## config.mk

```make
export PLATFORM = sky130hd
export DESIGN_NAME = obj_ram_arbiter
export DESIGN_NICKNAME = d
export VERILOG_FILES = /design/src/rtl/obj_ram_arbiter_pkg.sv /design/src/rtl/obj_ram_arbiter_rd_tag_pipe.sv /design/src/rtl/obj_ram_arbiter.sv
export SDC_FILE = /design/constraint.sdc
export NUM_CORES = 1
export LEC_CHECK = 0
export ABC_AREA = 1
export CAP_MARGIN = 0
export CORE_ASPECT_RATIO = 0.7
export CORE_UTILIZATION = 25
export CTS_BUF_LIST = sky130_fd_sc_hd__clkbuf_4
export DETAILED_ROUTE_END_ITERATION = 8
export PLACE_DENSITY_LB_ADDON = 0.08
export SLEW_MARGIN = 20
export SYNTH_ARGS = -nofsm -noshare
export SYNTH_HDL_FRONTEND = slang
export SYNTH_SLANG_ARGS = --single-unit
```

## constraint.sdc

```tcl
create_clock -name i_clk -period 3.3 [get_ports i_clk]
set_input_delay 0.66 -clock i_clk [delete_from_list [all_inputs] [get_ports i_clk]]
set_output_delay 0.66 -clock i_clk [all_outputs]
set_load 0.05 [all_outputs]
```

## src/rtl/obj_ram_arbiter_pkg.sv

```systemverilog
// Shared types and constants for the object RAM arbiter and its read-tag pipe.
package obj_ram_arbiter_pkg;

   localparam int DEF_AW       = 5;
   localparam int DEF_DW       = 8;
   localparam int DEF_RD_LAT   = 2;
   localparam int DEF_MAX_WAIT = 8;

   typedef enum logic [1:0] {
      ST_IDLE = 2'd0,
      ST_OWN0 = 2'd1,
      ST_OWN1 = 2'd2
   } arb_state_t;

   localparam logic P_RENDER = 1'b0;
   localparam logic P_LOGIC  = 1'b1;

   // Object RAM map
   localparam logic [4:0] P1_X   = 5'd0;
   localparam logic [4:0] P1_Y   = 5'd1;
   localparam logic [4:0] P1_H   = 5'd2;
   localparam logic [4:0] P2_X   = 5'd3;
   localparam logic [4:0] P2_Y   = 5'd4;
   localparam logic [4:0] P2_H   = 5'd5;
   localparam logic [4:0] BALL_X = 5'd6;
   localparam logic [4:0] BALL_Y = 5'd7;

   typedef struct packed {
      logic valid;
      logic port;
   } rd_tag_t;

   function automatic logic tag_is_port(input rd_tag_t t, input logic p);
      return t.valid && (t.port == p);
   endfunction

endpackage

```

## src/rtl/obj_ram_arbiter_rd_tag_pipe.sv

```systemverilog
// Tracks outstanding reads as {valid, port} tags and steers the returning RAM
// data to the requester that issued the read.
module obj_ram_arbiter_rd_tag_pipe
   import obj_ram_arbiter_pkg::*;
#(
   parameter int RD_LAT = DEF_RD_LAT,
   parameter int DW     = DEF_DW
) (
   input  logic          i_clk,
   input  logic          i_rst,
   input  logic          i_push,
   input  logic          i_port,
   input  logic [DW-1:0] i_ram_rdata,
   output logic          o_any_valid,
   output logic          o_rvalid0,
   output logic [DW-1:0] o_rdata0,
   output logic          o_rvalid1,
   output logic [DW-1:0] o_rdata1
);

   rd_tag_t [RD_LAT-1:0] r_tag;
   rd_tag_t              w_head;

   // Tag shift register; the last stage lines up with valid RAM output data
   always_ff @(posedge i_clk or posedge i_rst) begin
      if (i_rst) begin
         r_tag <= '0;
      end else begin
         r_tag[0] <= '{valid: i_push, port: i_port};
         for (int i = 1; i < RD_LAT; i++) begin
            r_tag[i] <= r_tag[i-1];
         end
      end
   end

   always_comb begin
      o_any_valid = 1'b0;
      for (int i = 0; i < RD_LAT; i++) begin
         o_any_valid = o_any_valid | r_tag[i].valid;
      end
   end

   assign w_head    = r_tag[RD_LAT-1];
   assign o_rvalid0 = tag_is_port(w_head, P_RENDER);
   assign o_rvalid1 = tag_is_port(w_head, P_LOGIC);
   assign o_rdata0  = o_rvalid0 ? i_ram_rdata : '0;
   assign o_rdata1  = o_rvalid1 ? i_ram_rdata : '0;

endmodule

```

## src/rtl/obj_ram_arbiter.sv

```systemverilog
// Object RAM arbiter: the render port has fixed priority, the logic port is
// protected by a starvation guard; one RAM access per cycle, reads returned in order.
module obj_ram_arbiter
   import obj_ram_arbiter_pkg::*;
#(
   parameter int RD_LAT   = DEF_RD_LAT,
   parameter int MAX_WAIT = DEF_MAX_WAIT,
   parameter int AW       = DEF_AW,
   parameter int DW       = DEF_DW
) (
   input  logic          i_clk,
   input  logic          i_rst,
   input  logic          i_req0,
   input  logic [AW-1:0] i_addr0,
   input  logic          i_lock0,
   output logic          o_gnt0,
   output logic          o_rvalid0,
   output logic [DW-1:0] o_rdata0,
   input  logic          i_req1,
   input  logic          i_we1,
   input  logic [AW-1:0] i_addr1,
   input  logic [DW-1:0] i_wdata1,
   output logic          o_gnt1,
   output logic          o_rvalid1,
   output logic [DW-1:0] o_rdata1,
   output logic [AW-1:0] o_ram_address,
   output logic          o_ram_we,
   output logic [DW-1:0] o_ram_wdata,
   input  logic [DW-1:0] i_ram_rdata,
   output logic          o_busy
);

   localparam int            WW    = $clog2(MAX_WAIT + 1);
   localparam logic [WW-1:0] W_MAX = WW'(MAX_WAIT);
   localparam logic [WW-1:0] W_ONE = WW'(1);

   arb_state_t    r_state;
   arb_state_t    w_state_nxt;
   logic [WW-1:0] r_wait;
   logic [WW-1:0] w_wait_nxt;
   logic [WW-1:0] r_beats;
   logic [WW-1:0] w_beats_nxt;
   logic          w_starve;
   logic          w_gnt0;
   logic          w_gnt1;
   logic          w_push;
   logic          w_any_tag;
   logic [AW-1:0] r_ram_address;
   logic          r_ram_we;
   logic [DW-1:0] r_ram_wdata;

   // Grant selection and ownership; port 1 ownership is capped at MAX_WAIT beats
   always_comb begin
      w_gnt0      = 1'b0;
      w_gnt1      = 1'b0;
      w_state_nxt = r_state;
      w_beats_nxt = r_beats;
      w_starve    = i_req1 && (r_wait == W_MAX);
      case (r_state)
         ST_IDLE: begin
            if (i_req1 && (!i_req0 || w_starve)) begin
               w_gnt1      = 1'b1;
               w_beats_nxt = W_ONE;
               w_state_nxt = (W_ONE >= W_MAX) ? ST_IDLE : ST_OWN1;
            end else if (i_req0) begin
               w_gnt0      = 1'b1;
               w_state_nxt = i_lock0 ? ST_OWN0 : ST_IDLE;
            end else begin
               w_state_nxt = ST_IDLE;
            end
         end
         ST_OWN0: begin
            w_gnt1      = w_starve;
            w_gnt0      = i_req0 && !w_starve;
            w_state_nxt = (i_req0 && i_lock0) ? ST_OWN0 : ST_IDLE;
         end
         ST_OWN1: begin
            w_gnt1 = i_req1;
            if (!i_req1) begin
               w_state_nxt = ST_IDLE;
            end else if ((r_beats + W_ONE) >= W_MAX) begin
               w_state_nxt = ST_IDLE;
            end else begin
               w_beats_nxt = r_beats + W_ONE;
               w_state_nxt = ST_OWN1;
            end
         end
         default: begin
            w_state_nxt = ST_IDLE;
         end
      endcase
   end

   // Port 1 wait counter, saturating at MAX_WAIT
   always_comb begin
      w_wait_nxt = '0;
      if (i_req1 && !w_gnt1) begin
         if (r_wait == W_MAX) begin
            w_wait_nxt = W_MAX;
         end else begin
            w_wait_nxt = r_wait + W_ONE;
         end
      end else begin
         w_wait_nxt = '0;
      end
   end

   always_ff @(posedge i_clk or posedge i_rst) begin
      if (i_rst) begin
         r_state <= ST_IDLE;
         r_wait  <= '0;
         r_beats <= '0;
      end else begin
         r_state <= w_state_nxt;
         r_wait  <= w_wait_nxt;
         r_beats <= w_beats_nxt;
      end
   end

   // RAM command register: address and write data hold between grants
   always_ff @(posedge i_clk or posedge i_rst) begin
      if (i_rst) begin
         r_ram_address <= '0;
         r_ram_we      <= 1'b0;
         r_ram_wdata   <= '0;
      end else if (w_gnt1) begin
         r_ram_address <= i_addr1;
         r_ram_we      <= i_we1;
         r_ram_wdata   <= i_wdata1;
      end else if (w_gnt0) begin
         r_ram_address <= i_addr0;
         r_ram_we      <= 1'b0;
      end else begin
         r_ram_we      <= 1'b0;
      end
   end

   assign w_push = w_gnt0 || (w_gnt1 && !i_we1);

   obj_ram_arbiter_rd_tag_pipe #(
      .RD_LAT (RD_LAT),
      .DW     (DW)
   ) u_tag_pipe (
      .i_clk       (i_clk),
      .i_rst       (i_rst),
      .i_push      (w_push),
      .i_port      (w_gnt1),
      .i_ram_rdata (i_ram_rdata),
      .o_any_valid (w_any_tag),
      .o_rvalid0   (o_rvalid0),
      .o_rdata0    (o_rdata0),
      .o_rvalid1   (o_rvalid1),
      .o_rdata1    (o_rdata1)
   );

   // Grants are combinational, so they are held off while reset is asserted
   assign o_gnt0        = w_gnt0 && !i_rst;
   assign o_gnt1        = w_gnt1 && !i_rst;
   assign o_ram_address = r_ram_address;
   assign o_ram_we      = r_ram_we;
   assign o_ram_wdata   = r_ram_wdata;
   assign o_busy        = (r_state != ST_IDLE) || w_any_tag;

endmodule

```

==> flow_metrics.py <==
metrics = {
    "logic_synthesis": {
        "yosysTopAreaCellShare_pct": 51.47,
        "yosysUniqueCellTypes": 20,
        "syn_inst": 169,
        "yosysTopAreaCell": "dfrtp_1",
        "synth_warnings": 0,
        "synth_nets": 204,
        "syn_area_sq_um": 1361,
        "ys_seq_area_share_pct": 51.47,
        "ys_ff_latch": 28,
        "synthTopCellsByArea": "dfrtp_1, nand2_1, nor2_1",
        "postSynthAreaPerCell_sq_um": 8.055,
    },
    "layout": {
        "nets": 275,
        "area_delta_synth_final_pct": 56.80,
        "fin_area_sq_um": 2135,
        "layout-drive-gt1-share_pct": 6.723,
        "num_antenna_cells": 0,
        "final_common_cell": "clkdlybuf4s50_1",
        "fin_cells": 310,
        "nFillCells": 524,
        "mostFrequentLayoutCells": "clkdlybuf4s50_1, nand2_1, nor2_1, dfrtp_1, inv_1",
    },
    "clocking": {
        "htree_num_levels": 1,
        "cts_made_buffers": 3,
        "clock_path_buffers": 2,
        "cts_root_buf": "clkbuf_4",
        "cts_tree": "yes",
        "insertion_delay_ps": 320,
        "clk_pin_slew_ps": 140,
        "cts_setup_buffers": 0,
        "holdBufCountCts": 0,
        "cts_resized": 0,
        "clock-sinks": 28,
    },
    "floorplan": {
        "io_pins": 67,
        "die_w_microns": 90.20,
        "fp.coreArea_sq_um": 5230,
        "die-height_microns": 63.74,
        "rows": 22,
        "fp.dieArea_sq_um": 5749,
        "initial_core_util_pct": 26.03,
    },
    "route": {
        "first_pass_iters": 4,
        "viasPerCell": 4.097,
        "routedWlPerCell_microns": 10.89,
        "drtIter0Drc": 27,
        "vias": 1270,
        "drc_errors": 0,
        "routed_wl_microns": 3375,
        "antenna_left": 0,
    },
    "timing": {
        "final_max_slew_viol_count": 0,
        "rsz0062_at_grt": "false",
        "fin_crit_sh_pct": 87.69,
        "setup_ws_ps": 406.2,
        "slew-limit-headroom_pct": 64.96,
        "hold_viol": 0,
        "setup_tns_ps": 0,
        "fin_crit_ps": 2894,
        "skew_ps": 1.085,
        "tightest_slew_ps": 524.0,
        "timing.fmax_ghz": 0.3456,
        "finalSetupViolCount": 0,
    },
    "global_routing": {
        "grt_pass1_vias": 1273,
        "track_usage_pct": 12.82,
        "antenna_found_initial": 0,
        "gr-total-overflow": 0,
        "grt_max_degree": 29,
        "grt_pass1_wl_microns": 5892,
    },
    "power": {
        "power-per-cell-area_nw_per_um2": 509.7,
        "p_leak_uw": 0.001030,
        "ir_drop_v": 0.0001938,
    },
    "job": {
        "max_cap_viol_count": 0,
    },
    "worst_hold_path": {
        "hp-class": "flip-flop to flip-flop",
        "hold_path_depth": 0,
    },
    "critical_path": {
        "crit_required_ps": 2640,
        "crit_path_start_kind": "input port",
        "crit_type": "input port to output pin",
        "end_kind": "output pin",
        "critPathMaxFanout": 15,
        "ff2ff_path_depth": 9,
        "worst-endpoint-arrival_ps": 2230,
    },
    "placement": {
        "hpwlAfterDp_microns": 2558,
        "post-place-ws_ps": 384.7,
        "numPortBuffers": 66,
        "dp.cells": 307,
        "place_congestion": 0.7237,
        "placedInstanceArea_sq_um": 2112,
    },
    "outcome": {
        "status": "finished clean",
    },
}
## cell type report
cell class | instances | area, sq um | area share, %
Clock buffer | 3 | 22.52 | 1.055
Timing Repair Buffer | 68 | 683.2 | 32.00
Sequential cell | 28 | 700.7 | 32.83
Inverter | 25 | 93.84 | 4.396
Tap cell | 72 | 90.09 | 4.220
Multi-Input combinational cell | 114 | 544.3 | 25.50
## Yosys cell counts
| cell type | number |
|---|---|
| or2_4 | 1 |
| nor2_1 | 28 |
| buf_6 | 2 |
| a21oi_1 | 2 |
| nor3_1 | 1 |
| nor2_4 | 2 |
| nand2_2 | 1 |
| nand2_4 | 1 |
| ha_1 | 3 |
| nand3_2 | 1 |
| nand4_1 | 7 |
| dfrtp_1 | 28 |
| xor2_1 | 2 |
| or2_2 | 1 |
| nand2_1 | 50 |
| o21ai_0 | 2 |
| nand3_1 | 11 |
| inv_2 | 2 |
| nand3b_1 | 1 |
| inv_1 | 23 |
## worst max-delay path: stages
cell and delay [ps]:
clkdlybuf4s50_1 500, inv_1 90, nor2_1 160, nand3_2 130, nand2_4 190, inv_2 140
nor2_1 190, buf_12 160
## flip-flops by register name (all words and copies together) (netlist names)
register          cells
o_ram_wdata           8
o_ram_address         5
r_beats               4
r_wait                4
u_tag_pipe.r_tag      4
r_state               2
o_ram_we              1
## per-stage QoR
stage / power, uW / utilization (%) / hold WS [ps]
floorplan: 769.5 / - / 331.2
CTS: 1103 / 40.81 / 368.3
finish: 1088 / 40.81 / 363.9
global route: 1160 / 40.81 / 387.5
detailed placement: 960.0 / 40.38 / 335.8
global placement: 963.3 / 40.38 / 331.9
## routing by layer
metal	up-vias	GRT usage, %	share of wire (%)
met1	558	17.46	50
met3	4	4.524	9.0
met4	0	2.419	0.77
li1	659	-	-
met5	-	0	0
met2	49	19.75	40
## logic make-up (layout without fill, tap and decap cells)
group / count (synthesis) / count (layout) / share of synthesized area (%)
DFF: 28 / 28 / 51.47
xor gates and xnor gates: 2 / 2 / 1.287
adders and majority gates: 3 / 3 / 2.758
AOI/OAI and AO/OA: 4 / 4 / 1.471
and+or+nand+nor: 105 / 105 / 34.47
buffers and inverters: 27 / 96 / 8.548
## final timing paths
kind	slack, ps	to	startpoint
max	410	o_gnt1	i_req1
min	360	u_tag_pipe.r_tag[2]$_DFF_PP0_	u_tag_pipe.r_tag[0]$_DFF_PP0_
max reg2reg	1560	r_wait[1]$_DFF_PP0_	r_wait[0]$_DFF_PP0_
min reg2reg	360	u_tag_pipe.r_tag[2]$_DFF_PP0_	u_tag_pipe.r_tag[0]$_DFF_PP0_
max in group asynchronous	2290	r_wait[3]$_DFF_PP0_	i_rst
min in group asynchronous	750	o_ram_wdata[0]$_DFFE_PP0P_	i_rst
## report_power, final
group / internal, uW / total, uW / switching, uW / leakage [uW]
sequential: 400 / 440 / 39.9 / 0.000354
combinational: 178 / 510 / 332 / 0.000663
clock: 42.9 / 138 / 95.4 / 0.0000138
total: 621 / 1090 / 467 / 0.00103
Note: power is estimated with default switching activity, not from simulation.
